===== config.mk =====
export PLATFORM = sky130hd
export DESIGN_NAME = control_sequencer
export DESIGN_NICKNAME = d
export VERILOG_FILES = /design/src/rtl/ctrl_pkg.sv /design/src/rtl/ctrl_decode.sv /design/src/rtl/control_sequencer.sv
export SDC_FILE = /design/constraint.sdc
export NUM_CORES = 1
export LEC_CHECK = 0
export CAP_MARGIN = 25
export CELL_PAD_IN_SITES_DETAIL_PLACEMENT = 1
export CELL_PAD_IN_SITES_GLOBAL_PLACEMENT = 2
export CORE_ASPECT_RATIO = 0.7
export CORE_MARGIN = 1
export CORE_UTILIZATION = 32
export DETAILED_ROUTE_END_ITERATION = 16
export DONT_BUFFER_PORTS = 1
export GPL_ROUTABILITY_DRIVEN = 0
export PLACE_DENSITY_LB_ADDON = 0.1
export SLEW_MARGIN = 20
export SYNTH_ARGS = -nofsm -noshare
export SYNTH_HDL_FRONTEND = slang
export SYNTH_HIERARCHICAL = 1
export SYNTH_SLANG_ARGS = --single-unit
export TNS_END_PERCENT = 1

===== constraint.sdc =====
create_clock -name clk -period 3.4 [get_ports clk]
set_clock_uncertainty 0.05 [all_clocks]
set_input_delay 0.68 -clock clk [delete_from_list [all_inputs] [get_ports clk]]
set_output_delay 0.68 -clock clk [all_outputs]
set_load 0.1 [all_outputs]

===== src/rtl/ctrl_pkg.sv =====
// Shared definitions for the control sequencer: opcodes, step encodings and
// control-word bit positions. Optional build macro: CTRL_COND_JUMP_EN.
package ctrl_pkg;

  localparam int OPC_W = 4;

  localparam logic [OPC_W-1:0] OP_NOP = 4'h0;
  localparam logic [OPC_W-1:0] OP_LDA = 4'h1;
  localparam logic [OPC_W-1:0] OP_ADD = 4'h2;
  localparam logic [OPC_W-1:0] OP_SUB = 4'h3;
  localparam logic [OPC_W-1:0] OP_STA = 4'h4;
  localparam logic [OPC_W-1:0] OP_LDI = 4'h5;
  localparam logic [OPC_W-1:0] OP_JMP = 4'h6;
  localparam logic [OPC_W-1:0] OP_JC  = 4'h7;
  localparam logic [OPC_W-1:0] OP_JZ  = 4'h8;
  localparam logic [OPC_W-1:0] OP_OUT = 4'hE;
  localparam logic [OPC_W-1:0] OP_HLT = 4'hF;

  typedef enum logic [2:0] {
    ST_FETCH0 = 3'd0,
    ST_FETCH1 = 3'd1,
    ST_EXEC0  = 3'd2,
    ST_EXEC1  = 3'd3,
    ST_EXEC2  = 3'd4,
    ST_HALT   = 3'd5
  } state_t;

  localparam int CW_W          = 15;
  localparam int CW_PC_OUT     = 0;
  localparam int CW_PC_INC     = 1;
  localparam int CW_PC_LOAD    = 2;
  localparam int CW_MAR_LOAD   = 3;
  localparam int CW_RAM_OUT    = 4;
  localparam int CW_RAM_IN     = 5;
  localparam int CW_IR_LOAD    = 6;
  localparam int CW_IR_OUT     = 7;
  localparam int CW_A_LOAD     = 8;
  localparam int CW_A_OUT      = 9;
  localparam int CW_B_LOAD     = 10;
  localparam int CW_ALU_OUT    = 11;
  localparam int CW_ALU_SUB    = 12;
  localparam int CW_FLAGS_LOAD = 13;
  localparam int CW_OUT_LOAD   = 14;

  typedef logic [CW_W-1:0] ctrl_word_t;

  function automatic ctrl_word_t cw_bit(input int idx);
    cw_bit = ctrl_word_t'(15'd1) << idx;
  endfunction

endpackage


===== src/rtl/ctrl_decode.sv =====
// Combinational microcode: (step, opcode, flags) -> control word and next step.
// Conditional jumps JC/JZ exist only when CTRL_COND_JUMP_EN is defined.
module ctrl_decode
  import ctrl_pkg::*;
#(
  parameter logic [OPC_W-1:0] HLT_OP = OP_HLT
) (
  input  state_t           state,
  input  logic [OPC_W-1:0] opcode,
  input  logic             flag_c,
  input  logic             flag_z,
  output ctrl_word_t       cw,
  output state_t           next_state
);

  ctrl_word_t fetch_addr;
  ctrl_word_t jump_w;

  assign fetch_addr = cw_bit(CW_IR_OUT) | cw_bit(CW_MAR_LOAD);
  assign jump_w     = cw_bit(CW_IR_OUT) | cw_bit(CW_PC_LOAD);

`ifndef CTRL_COND_JUMP_EN
  logic unused_flags;
  assign unused_flags = flag_c ^ flag_z;
`endif

  always_comb begin
    cw         = '0;
    next_state = ST_FETCH0;
    case (state)
      ST_FETCH0: begin
        cw         = cw_bit(CW_PC_OUT) | cw_bit(CW_MAR_LOAD);
        next_state = ST_FETCH1;
      end
      ST_FETCH1: begin
        cw         = cw_bit(CW_RAM_OUT) | cw_bit(CW_IR_LOAD) | cw_bit(CW_PC_INC);
        next_state = ST_EXEC0;
      end
      ST_EXEC0: begin
        // Halt is checked first so a re-parameterised HLT_OP may alias any opcode.
        if (opcode == HLT_OP) begin
          next_state = ST_HALT;
        end else begin
          case (opcode)
            OP_LDA, OP_ADD, OP_SUB, OP_STA: begin
              cw         = fetch_addr;
              next_state = ST_EXEC1;
            end
            OP_LDI:  cw = cw_bit(CW_IR_OUT) | cw_bit(CW_A_LOAD);
            OP_JMP:  cw = jump_w;
`ifdef CTRL_COND_JUMP_EN
            OP_JC:   cw = flag_c ? jump_w : '0;
            OP_JZ:   cw = flag_z ? jump_w : '0;
`endif
            OP_OUT:  cw = cw_bit(CW_A_OUT) | cw_bit(CW_OUT_LOAD);
            default: cw = '0;
          endcase
        end
      end
      ST_EXEC1: begin
        case (opcode)
          OP_LDA: cw = cw_bit(CW_RAM_OUT) | cw_bit(CW_A_LOAD);
          OP_ADD, OP_SUB: begin
            cw         = cw_bit(CW_RAM_OUT) | cw_bit(CW_B_LOAD);
            next_state = ST_EXEC2;
          end
          OP_STA:  cw = cw_bit(CW_A_OUT) | cw_bit(CW_RAM_IN);
          default: cw = '0;
        endcase
      end
      ST_EXEC2: begin
        if (opcode == OP_ADD || opcode == OP_SUB) begin
          cw = cw_bit(CW_ALU_OUT) | cw_bit(CW_A_LOAD) | cw_bit(CW_FLAGS_LOAD);
          cw[CW_ALU_SUB] = (opcode == OP_SUB);
        end else begin
          cw = '0;
        end
      end
      ST_HALT:  next_state = ST_HALT;
      default:  next_state = ST_FETCH0;
    endcase
  end

endmodule


===== src/rtl/control_sequencer.sv =====
// Fetch/decode/execute sequencer: step register, run/reset gating of strobes.
// Build with CTRL_COND_JUMP_EN defined to enable the JC/JZ conditional jumps.
module control_sequencer
  import ctrl_pkg::*;
#(
  parameter int               OPCODE_W = 4,
  parameter logic [OPC_W-1:0] HLT_OP   = OP_HLT
) (
  input  logic                clk,
  input  logic                reset,
  input  logic                run,
  input  logic [OPCODE_W-1:0] opcode,
  input  logic                flag_c,
  input  logic                flag_z,
  output logic                pc_out,
  output logic                pc_inc,
  output logic                pc_load,
  output logic                mar_load,
  output logic                ram_out,
  output logic                ram_in,
  output logic                ir_load,
  output logic                ir_out,
  output logic                a_load,
  output logic                a_out,
  output logic                b_load,
  output logic                alu_out,
  output logic                alu_sub,
  output logic                flags_load,
  output logic                out_load,
  output logic                halted,
  output logic [2:0]          step
);

  state_t     state_q, state_d, dec_next;
  ctrl_word_t dec_cw, cw_gated;
  logic       enable;

  ctrl_decode #(.HLT_OP(HLT_OP)) u_decode (
    .state      (state_q),
    .opcode     (opcode),
    .flag_c     (flag_c),
    .flag_z     (flag_z),
    .cw         (dec_cw),
    .next_state (dec_next)
  );

  assign enable = run & ~reset;

  // A stalled step is held, so resuming re-enters the same step exactly once.
  always_comb begin
    state_d  = run ? dec_next : state_q;
    cw_gated = enable ? dec_cw : '0;
  end

  always_ff @(posedge clk) begin
    if (reset) state_q <= ST_FETCH0;
    else       state_q <= state_d;
  end

  assign pc_out     = cw_gated[CW_PC_OUT];
  assign pc_inc     = cw_gated[CW_PC_INC];
  assign pc_load    = cw_gated[CW_PC_LOAD];
  assign mar_load   = cw_gated[CW_MAR_LOAD];
  assign ram_out    = cw_gated[CW_RAM_OUT];
  assign ram_in     = cw_gated[CW_RAM_IN];
  assign ir_load    = cw_gated[CW_IR_LOAD];
  assign ir_out     = cw_gated[CW_IR_OUT];
  assign a_load     = cw_gated[CW_A_LOAD];
  assign a_out      = cw_gated[CW_A_OUT];
  assign b_load     = cw_gated[CW_B_LOAD];
  assign alu_out    = cw_gated[CW_ALU_OUT];
  assign alu_sub    = cw_gated[CW_ALU_SUB];
  assign flags_load = cw_gated[CW_FLAGS_LOAD];
  assign out_load   = cw_gated[CW_OUT_LOAD];
  assign halted     = ~reset & (state_q == ST_HALT);
  assign step       = state_q;

endmodule


==> out/qor.txt <==
min-delay worst type - primary input to flip-flop
crit path kind - flip-flop to output port
Synth cell types - 34
number of maximum-capacitance violations - 0
CTS Root Buffer Type - sky130_fd_sc_hd__clkbuf_4
unrepaired setup endpoints after global routing - no
TritonCTS clock tree - built
Worst Setup Start Kind - flip-flop
max-slew violation count - 0
kind of capture point of the worst setup path - output port
Total Wirelength - 1580 microns
Antenna Violating Nets Remaining - 0
Hold Vio Cnt, Final - 0
cell chain of the critical path - nor2b_1, and3_1, a41o_1, and2_2, buf_4
nets - 96
Sink Count - 3
number of antenna violations at the first check in global routing - 0
headroom to the max-slew limit - 59.3%
Critical-path top delay cell - sky130_fd_sc_hd__dfxtp_1
Post-synth top flop - sky130_fd_sc_hd__dfxtp_1
post-synthesis to final-layout area growth - 24.6%
number of enable-type register cells in the synthesized netlist - 0
sum of internal, switching and leakage power - 0.000192 W
Overall Global Routing Usage - 16.3%
static power due to leakage - 0.313 nW
fraction of registers with async set or reset after synthesis - 0%
remaining design rule violation count - 0
placeable core region - 1700 sq um
number of I/O pins - 28
number of flip-flops in the largest register - 3
Data arrival, critical path - 1.92 ns
part of the Yosys area used for sequential elements - 9.76%
number of global-route vias before repair - 494
Die Footprint - 2110 sq um
drt via density - 5.36
Chip Height - 38.7 microns
area share of fa/ha/maj cells after synthesis - 0%
count of mapped cells out of synthesis - 79
power density over the cells - 250 nW/um^2
area share of xor/xnor cells in the synthesized design - 2.85%
post-cts sizing count - 0
fraction of synthesized area in multiplexers - 4.88%
number of antenna repair diodes - 0
minimum clock period - 2.65 ns
Fmax - 377 MHz
GRT overflow - 0
required time of the critical path - 2.67 ns
delay of the slowest cell on the worst path - 0.70 ns
number of buffers and inverters on the critical path - 1
clock buffer count from CTS - 3
cts hold-fix bufs - 0
total number of yosys warnings - 6
latest clock arrival within the worst-skew pair - 0.24 ns
Max H-tree Level - 1
largest family of logic cells by synthesized area - simple AND/OR/NAND/NOR gates
detailed placement HPWL - 1200 microns
maximum vdd drop - 305 uV
most common cell after layout, fill and taps aside - sky130_fd_sc_hd__and2_2
total setup violations reported at the end of the flow - 0
initial DRC count - 8
fraction of final layout cells sized beyond drive strength 1 - 41.9%
vias after detailed routing - 574
first-pass GRT wire length - 2410 microns
Bufs on Longest Clock Path - 2
actual slew at the worst max-slew pin - 0.610 ns
First-pass DRT Iterations - 4
area share of and/or/nand/nor cells after synthesis - 54.5%
largest driver fanout on the critical path - 17
ratio of final minimum period to clock period - 77.9%
Mapped Nets - 88
category of cells accounting for the largest share of critical-path delay - flip-flops
drt wl/cell - 14.7 microns
Die X-Extent - 54.4 microns
outcome - finished, final reports clean
commonest cells after routing, fill and taps aside - sky130_fd_sc_hd__and2_2 (11), sky130_fd_sc_hd__buf_4 (7)
maximum number of pins on one net before global-route repair - 18
Starting Density - 36.3%
mean instance size in the synthesized netlist - 7.79 sq um
cell area after synthesis - 616 sq um
Buffers on Ports - 0
Final TNS setup - 0 ns
clock-pin slew on the worst setup and hold paths - 0.04 ns
synthesis-stage register bit count - 3
buffers inserted by post-CTS timing repair - 0
complex-gate fraction of the synthesized area - 15.7%
count of standard-cell rows - 12
## kinds of logic (layout without fill, tap and decap cells)
logic type	count (synthesis)	after routing
simple gates	48	48
compound gates	12	12
buf+inv	11	18
mux	3	3
flops	3	3
xor+xnor	2	2
## final timing paths
check | start | endpoint | slack (ns) | cells after the start
min | reset | step[2] | 0.47 | 1
max reg2reg | step[0] | step[2] | 1.82 | 5
min reg2reg | step[2] | step[2] | 0.69 | 2
max | step[0] | a_load | 0.75 | 5
## synth_stat cells (all sizes together), types with 3 or more instances
master	instances	area (sq um)
and2	16	114
nor2b	3	26.3
buf	9	68.8
nand2b	3	18.8
nor3	4	20.0
dfxtp	3	60.1
a21oi	5	25.0
nor2	6	25.0
nand2	4	15.0
mux2i	3	30.0
## through the flow
| step | cells | util [%] | hold WS, ns | worst slack, ns | area (sq um) |
|---|---|---|---|---|---|
| 6_report | 107 | 45.2 | 0.468 | 0.751 | 767 |
| 3_3_place_gp | 103 | 43.7 | 0.675 | 0.888 | 741 |
| 2_1_floorplan | 79 | - | 0.702 | 0.0980 | 631 |
| 4_1_cts | 107 | 45.2 | 0.461 | 0.755 | 767 |
| 3_5_place_dp | 103 | 43.7 | 0.686 | 0.892 | 741 |
| 5_1_grt | 107 | 45.2 | 0.467 | 0.624 | 767 |
## metal layers
metal  routed length (microns)  share of wire [%]  GRT usage [%]  up-vias
li1                          -                  -              -      285
met4                         0                  0              0        0
met3                        94                6.0           5.49        0
met5                         0                  0              0        -
met2                       640                 41           23.2       21
met1                       841                 53           24.3      268
## report_power, final
group          total (W)  leakage [nW]  switching, W  internal [W]
clock          0.0000639        0.0150     0.0000198     0.0000441
sequential     0.0000469        0.0246    0.00000950     0.0000374
combinational  0.0000812         0.273     0.0000580     0.0000232
total           0.000192         0.313     0.0000873      0.000105
## worst register-to-register path, stage by stage (launching register included)
cell and delay [ns]:
sky130_fd_sc_hd__dfxtp_1 0.70, sky130_fd_sc_hd__and4b_1 0.27, sky130_fd_sc_hd__a21oi_1 0.15, sky130_fd_sc_hd__o31ai_2 0.09, sky130_fd_sc_hd__mux2i_1 0.15, sky130_fd_sc_hd__nor2_1 0.06
## cell type report
class,instances,area [sq um]
clock buffers,4,26.3
fillers,216,930
inverters,2,7.51
multi-input cells,65,494
flip-flops and latches,3,60.1
well taps,21,26.3
repair buffers,12,153
No activity file was read; power rests on OpenSTA's default activity.
